### src/rtl/otter_intr_ctrl.sv
// otter_intr_ctrl: prioritised, maskable multi-source interrupt controller.
// Define INTC_SYNC_EN to add a 2-flop synchroniser on SRC_IN.
module otter_intr_ctrl #(
  parameter int          NUM_SRC   = 8,
  parameter logic [31:0] BASE_ADDR = 32'h1120_0000
) (
  input  logic               CLK,
  input  logic               RST,
  input  logic [NUM_SRC-1:0] SRC_IN,
  input  logic [31:0]        IOBUS_ADDR,
  input  logic [31:0]        IOBUS_OUT,
  input  logic               IOBUS_WR,
  output logic [31:0]        IOBUS_IN,
  output logic               INTR,
  input  logic               INT_TAKEN,
  output logic [((NUM_SRC > 1) ? $clog2(NUM_SRC) : 1)-1:0] INT_ID
);

  localparam int ID_W = (NUM_SRC > 1) ? $clog2(NUM_SRC) : 1;

  localparam logic [1:0] ST_IDLE = 2'd0;
  localparam logic [1:0] ST_REQ  = 2'd1;
  localparam logic [1:0] ST_SVC  = 2'd2;

  localparam logic [3:0] OFF_PEND = 4'd0;
  localparam logic [3:0] OFF_EN   = 4'd1;
  localparam logic [3:0] OFF_EDGE = 4'd2;
  localparam logic [3:0] OFF_CLM  = 4'd3;
  localparam logic [3:0] OFF_CMP  = 4'd4;

  logic [NUM_SRC-1:0] s;
  logic [NUM_SRC-1:0] s_d;
  logic [NUM_SRC-1:0] rise;
  logic [NUM_SRC-1:0] pending;
  logic [NUM_SRC-1:0] pending_n;
  logic [NUM_SRC-1:0] enable;
  logic [NUM_SRC-1:0] edge_mode;
  logic [NUM_SRC-1:0] active_req;
  logic [NUM_SRC-1:0] clr_mask;
  logic [NUM_SRC-1:0] w1c;

  logic [1:0]      state;
  logic            active_valid;
  logic [ID_W-1:0] winner;
  logic            any_req;

  logic [31:0] off;
  logic        hit;
  logic [3:0]  widx;
  logic        wr_pend;
  logic        wr_en;
  logic        wr_edge;
  logic        wr_cmp;
  logic        take;
  logic        cmp_ok;
  logic [31:0] claim_word;
  logic        unused_bits;

  assign unused_bits = ^IOBUS_OUT;

`ifdef INTC_SYNC_EN
  logic [NUM_SRC-1:0] sync1;
  logic [NUM_SRC-1:0] sync2;

  // two-flop synchroniser for lines from other clock domains
  always_ff @(posedge CLK or posedge RST) begin
    if (RST) begin
      sync1 <= '0;
      sync2 <= '0;
    end else begin
      sync1 <= SRC_IN;
      sync2 <= sync1;
    end
  end

  assign s = sync2;
`else
  assign s = SRC_IN;
`endif

  // delayed copy of the source view for rising-edge detection
  always_ff @(posedge CLK or posedge RST) begin
    if (RST) s_d <= '0;
    else     s_d <= s;
  end

  assign rise = s & ~s_d;

  assign off  = IOBUS_ADDR - BASE_ADDR;
  assign hit  = (off < 32'd64);
  assign widx = off[5:2];

  assign wr_pend = IOBUS_WR && hit && (widx == OFF_PEND);
  assign wr_en   = IOBUS_WR && hit && (widx == OFF_EN);
  assign wr_edge = IOBUS_WR && hit && (widx == OFF_EDGE);
  assign wr_cmp  = IOBUS_WR && hit && (widx == OFF_CMP);

  assign active_req = pending & enable;
  assign any_req    = |active_req;

  // fixed priority: lowest enabled pending index wins
  always_comb begin
    winner = '0;
    for (int i = NUM_SRC - 1; i >= 0; i--) begin
      if (active_req[i]) winner = ID_W'(i);
    end
  end

  assign take   = (state == ST_REQ) && INT_TAKEN && any_req;
  assign cmp_ok = (state == ST_SVC) && wr_cmp &&
                  (IOBUS_OUT[ID_W-1:0] == INT_ID);

  assign clr_mask = take ? (NUM_SRC'(1) << winner) : '0;
  assign w1c      = wr_pend ? IOBUS_OUT[NUM_SRC-1:0] : '0;

  // edge bits: a new edge beats any clear in the same cycle;
  // level bits simply follow the synchronised line
  assign pending_n =
    (edge_mode & (rise | (pending & ~w1c & ~clr_mask))) |
    (~edge_mode & s);

  // pending latch
  always_ff @(posedge CLK or posedge RST) begin
    if (RST) pending <= '0;
    else     pending <= pending_n;
  end

  // software-programmed mask and mode registers
  always_ff @(posedge CLK or posedge RST) begin
    if (RST) begin
      enable    <= '0;
      edge_mode <= '0;
    end else begin
      if (wr_en)   enable    <= IOBUS_OUT[NUM_SRC-1:0];
      if (wr_edge) edge_mode <= IOBUS_OUT[NUM_SRC-1:0];
    end
  end

  // request / acknowledge / in-service sequencing
  always_ff @(posedge CLK or posedge RST) begin
    if (RST) begin
      state        <= ST_IDLE;
      INTR         <= 1'b0;
      INT_ID       <= '0;
      active_valid <= 1'b0;
    end else begin
      case (state)
        ST_IDLE: begin
          if (any_req) begin
            INTR  <= 1'b1;
            state <= ST_REQ;
          end
        end
        ST_REQ: begin
          if (take) begin
            INT_ID       <= winner;
            active_valid <= 1'b1;
            INTR         <= 1'b0;
            state        <= ST_SVC;
          end else if (!any_req) begin
            INTR  <= 1'b0;
            state <= ST_IDLE;
          end
        end
        ST_SVC: begin
          if (cmp_ok) begin
            active_valid <= 1'b0;
            state        <= ST_IDLE;
          end
        end
        default: begin
          INTR         <= 1'b0;
          active_valid <= 1'b0;
          state        <= ST_IDLE;
        end
      endcase
    end
  end

  assign claim_word = {active_valid, 31'(INT_ID)};

  // combinational register read-back
  always_comb begin
    IOBUS_IN = '0;
    if (hit) begin
      unique case (1'b1)
        (widx == OFF_PEND): IOBUS_IN = 32'(pending);
        (widx == OFF_EN):   IOBUS_IN = 32'(enable);
        (widx == OFF_EDGE): IOBUS_IN = 32'(edge_mode);
        (widx == OFF_CLM):  IOBUS_IN = claim_word;
        default:            IOBUS_IN = '0;
      endcase
    end
  end

endmodule

### config.mk
export PLATFORM = sky130hd
export DESIGN_NAME = otter_intr_ctrl
export DESIGN_NICKNAME = d
export VERILOG_FILES = /design/src/rtl/otter_intr_ctrl.sv
export SDC_FILE = /design/constraint.sdc
export NUM_CORES = 1
export LEC_CHECK = 0
export CAP_MARGIN = 20
export CORE_AREA = 2 2 62 108
export DETAILED_ROUTE_END_ITERATION = 12
export DIE_AREA = 0 0 64 110
export PLACE_DENSITY = 0.83
export SLEW_MARGIN = 0
export SYNTH_ARGS = -nofsm -noshare
export SYNTH_HDL_FRONTEND = slang
export SYNTH_SLANG_ARGS = --single-unit
### constraint.sdc
create_clock -name CLK -period 2.76 [get_ports CLK]
set_clock_uncertainty 0.1 [all_clocks]
set_input_delay 0.552 -clock CLK [delete_from_list [all_inputs] [get_ports CLK]]
set_output_delay 0.552 -clock CLK [all_outputs]
set_load 0.01 [all_outputs]
==> results.json <==
{
  "critPathCaptureType": "primary output",
  "yosys_warnings": 0,
  "ys_top_cells_by_area": "dfrtp_1 39%, mux2_2 7.6%, buf_4 6.9%",
  "wirelength_um": 7020,
  "dr.first_iter.drc_count": 80,
  "async_flop_share_pct": 100,
  "synth-edff-count": 0,
  "chipHeight_um": 110,
  "antenna_found_initial": 0,
  "drt-pass1-iter-count": 4,
  "worst-path-max-fanout": 5,
  "violations": "negative setup slack",
  "cts.path.max_buffers": 2,
  "min_period_ns": 2.80,
  "nets": 441,
  "synth_area_leader_cell": "dfrtp_1",
  "yosysTopAreaCellShare_pct": 38.9,
  "path_buf_inv": 4,
  "synth.top_cells.by_count": "39 x dfrtp_1, 31 x nand2_1, 23 x buf_4, 22 x a21oi_1, 19 x nor2_1",
  "finalHoldViolCount": 0,
  "post-place-cells": 436,
  "gr-total-overflow": 0,
  "track_usage_pct": 20.4,
  "ys_types": 44,
  "clk_pin_slew_ns": 0.08,
  "worstSetupStartpointType": "input port",
  "ys.flop_type": "dfrtp_1",
  "layout.cells.non_filler": 445,
  "core_um2": 6130,
  "post-route-cell-area_um2": 3630,
  "num_io_pins": 112,
  "ctsRootBufferMaster": "clkbuf_8",
  "ys_seq_elements": 39,
  "num_vias": 2386,
  "path_class": "in -> out",
  "crit_chain": "buf_8 -> buf_4 -> and4bb_2 -> and3_4 -> o21ai_2 -> nand3_2 -> nand4b_1 -> buf_6 -> nor2_2 -> buf_2",
  "pwr_density_cell_nw_per_um2": 330,
  "grt_pass1_vias": 2366,
  "min_path_type": "reg -> reg",
  "setup_ws_ns": -0.0374,
  "critPathMaxStageDelay_ns": 0.26,
  "status": "finished, violations left",
  "path_delay_family": "simple AND/OR/NAND/NOR gates",
  "r2r-start": "pending[2]",
  "drc": 0,
  "arrival_ns": 2.15,
  "syn_area_um2": 2510,
  "post-route-period-util_pct": 101,
  "insertion_delay_ns": 0.30,
  "timing.fmax_mhz": 357,
  "grt_pass1_wl_um": 11100,
  "dieArea_um2": 7040,
  "viasPerCell": 5.36,
  "grt_max_degree": 40,
  "crit_path_top_delay_cell": "and4bb_2",
  "placed_area_um2": 3400,
  "hpwl_um": 5290,
  "synth.most_common_cell": "dfrtp_1",
  "cts_max_level": 2,
  "portBuffers": 62,
  "syn-mean-instance-area_um2": 9.58,
  "report.final.slew_viol_count": 0,
  "critPathLaunch": "IOBUS_ADDR[21]",
  "cts_hold_buffers": 0,
  "rows": 38,
  "antenna_cells": 0,
  "setup_viol": 8,
  "cts_sinks": 39,
  "die_w_um": 64,
  "cts_tree": "built",
  "antenna_left": 0,
  "irDropWorstVdd_mv": 0.198,
  "cap_violations": 0,
  "rsz0062_at_grt": "true",
  "min_from": "s_d[7]",
  "area.growth.synth_to_final_pct": 44.6,
  "wl_per_cell_um": 15.8,
  "ys_seq_area_share_pct": 38.9,
  "drive_gt1_share_pct": 31.8,
  "start_util_pct": 40.9,
  "gp_congestion": 0.888,
  "synth_cells": 262,
  "numCtsBuffers": 5,
  "required_ns": 2.11,
  "n_fill_cell": 524,
  "post-route-util_pct": 59.2,
  "leakagePower_nw": 1.55
}
==> metrics by stage <==
stage,total power [mW],hold slack [ns],setup slack (ns),TNS [ns]
after floorplan,0.703,0.383,0.120,0
after global placement,0.812,0.409,-0.878,-17.00
after detailed placement,0.816,0.428,-0.915,-17.41
after CTS,1.19,0.440,0.00667,0
after global routing,1.24,0.473,-0.182,-1.23
final,1.20,0.441,-0.0374,-0.166
==> report_power, final <==
group / switching (mW) / internal [mW]
combinational: 0.117 / 0.112
sequential: 0.00787 / 0.583
clock: 0.204 / 0.177
==> path summary, 6_finish.rpt <==
check                         endpoint  slack [ns]  depth (start not counted)
setup / recovery           IOBUS_IN[4]       -0.04                         10
hold reg to reg             pending[7]        0.44                          3
max in group asynchronous     state[0]        1.64                          3
min in group asynchronous    enable[6]        0.57                          3
setup reg to reg             INT_ID[0]        0.74                          6
hold / removal              pending[7]        0.44                          3
==> repair_timing <==
action                     CTS  global route
setup buffers                3             0
pin swaps                   18            18
gates resized for setup     97            42
setup endpoints to repair   31            11
==> metal layers <==
layer  share of wire, %  up-vias  track usage (%)  routed length [µm]
met3                4.1        6             2.34                 286
met4                1.5        0             10.1                 104
met2                 60       78             40.0                4220
met5                  0        -                0                   0
li1                   -     1133                -                   -
met1                 34     1169             20.9                2420
==> flip-flops by register name, indices dropped and copies added (netlist names) <==
register	count
state	2
s_d	8
edge_mode	8
enable	8
INTR	1
INT_ID	3
pending	8
active_valid	1
==> final cells by class <==
type / count / area [µm²] / share of cell area [%]
flip-flops and latches: 39 / 976 / 26.9
well taps: 80 / 100 / 2.76
clock inverters: 2 / 12.5 / 0.345
clock buffers: 6 / 72.6 / 2.00
inverters: 3 / 16.3 / 0.448
repair buffers: 99 / 860 / 23.7
multi-input cells: 216 / 1590 / 43.9
==> cells in the final DEF (no fill, tap or decap), types with 7 or more instances in the layout <==
cell / netlist / final
buf_6: 0 / 7
o211ai_1: 9 / 9
a32oi_1: 10 / 10
dlygate4sd2_1: 0 / 12
dfrtp_1: 39 / 39
nor2_1: 19 / 10
a21oi_1: 22 / 22
buf_2: 0 / 7
buf_4: 23 / 35
clkdlybuf4s50_1: 0 / 28
conb_1: 1 / 23
nand2_1: 31 / 31
nand3_1: 9 / 7
mux2_2: 17 / 17
==> kinds of logic (layout without fill, tap and decap cells) <==
kind of cell / Yosys count / after routing / share of synthesized area [%]
AND/OR/NAND/NOR: 108 / 108 / 25.1
AO/OA/AOI/OAI: 56 / 56 / 14.3
flip-flops: 39 / 39 / 38.9
buffers and inverters: 29 / 110 / 7.77
multiplexers: 24 / 24 / 11.9
XOR/XNOR: 4 / 4 / 1.40
adder cells (fa/ha/maj): 1 / 1 / 0.498
other: 1 / 23 / 0.149
==> worst reg2reg max path, delay by kind of cell (launching register included) <==
kind             cells  cell delay [ns]
AND/OR/NAND/NOR      4             0.67
AO/OA/AOI/OAI        1             0.42
flip-flops           1             0.40
multiplexers         1             0.31
No activity file was read; power rests on OpenSTA's default activity.
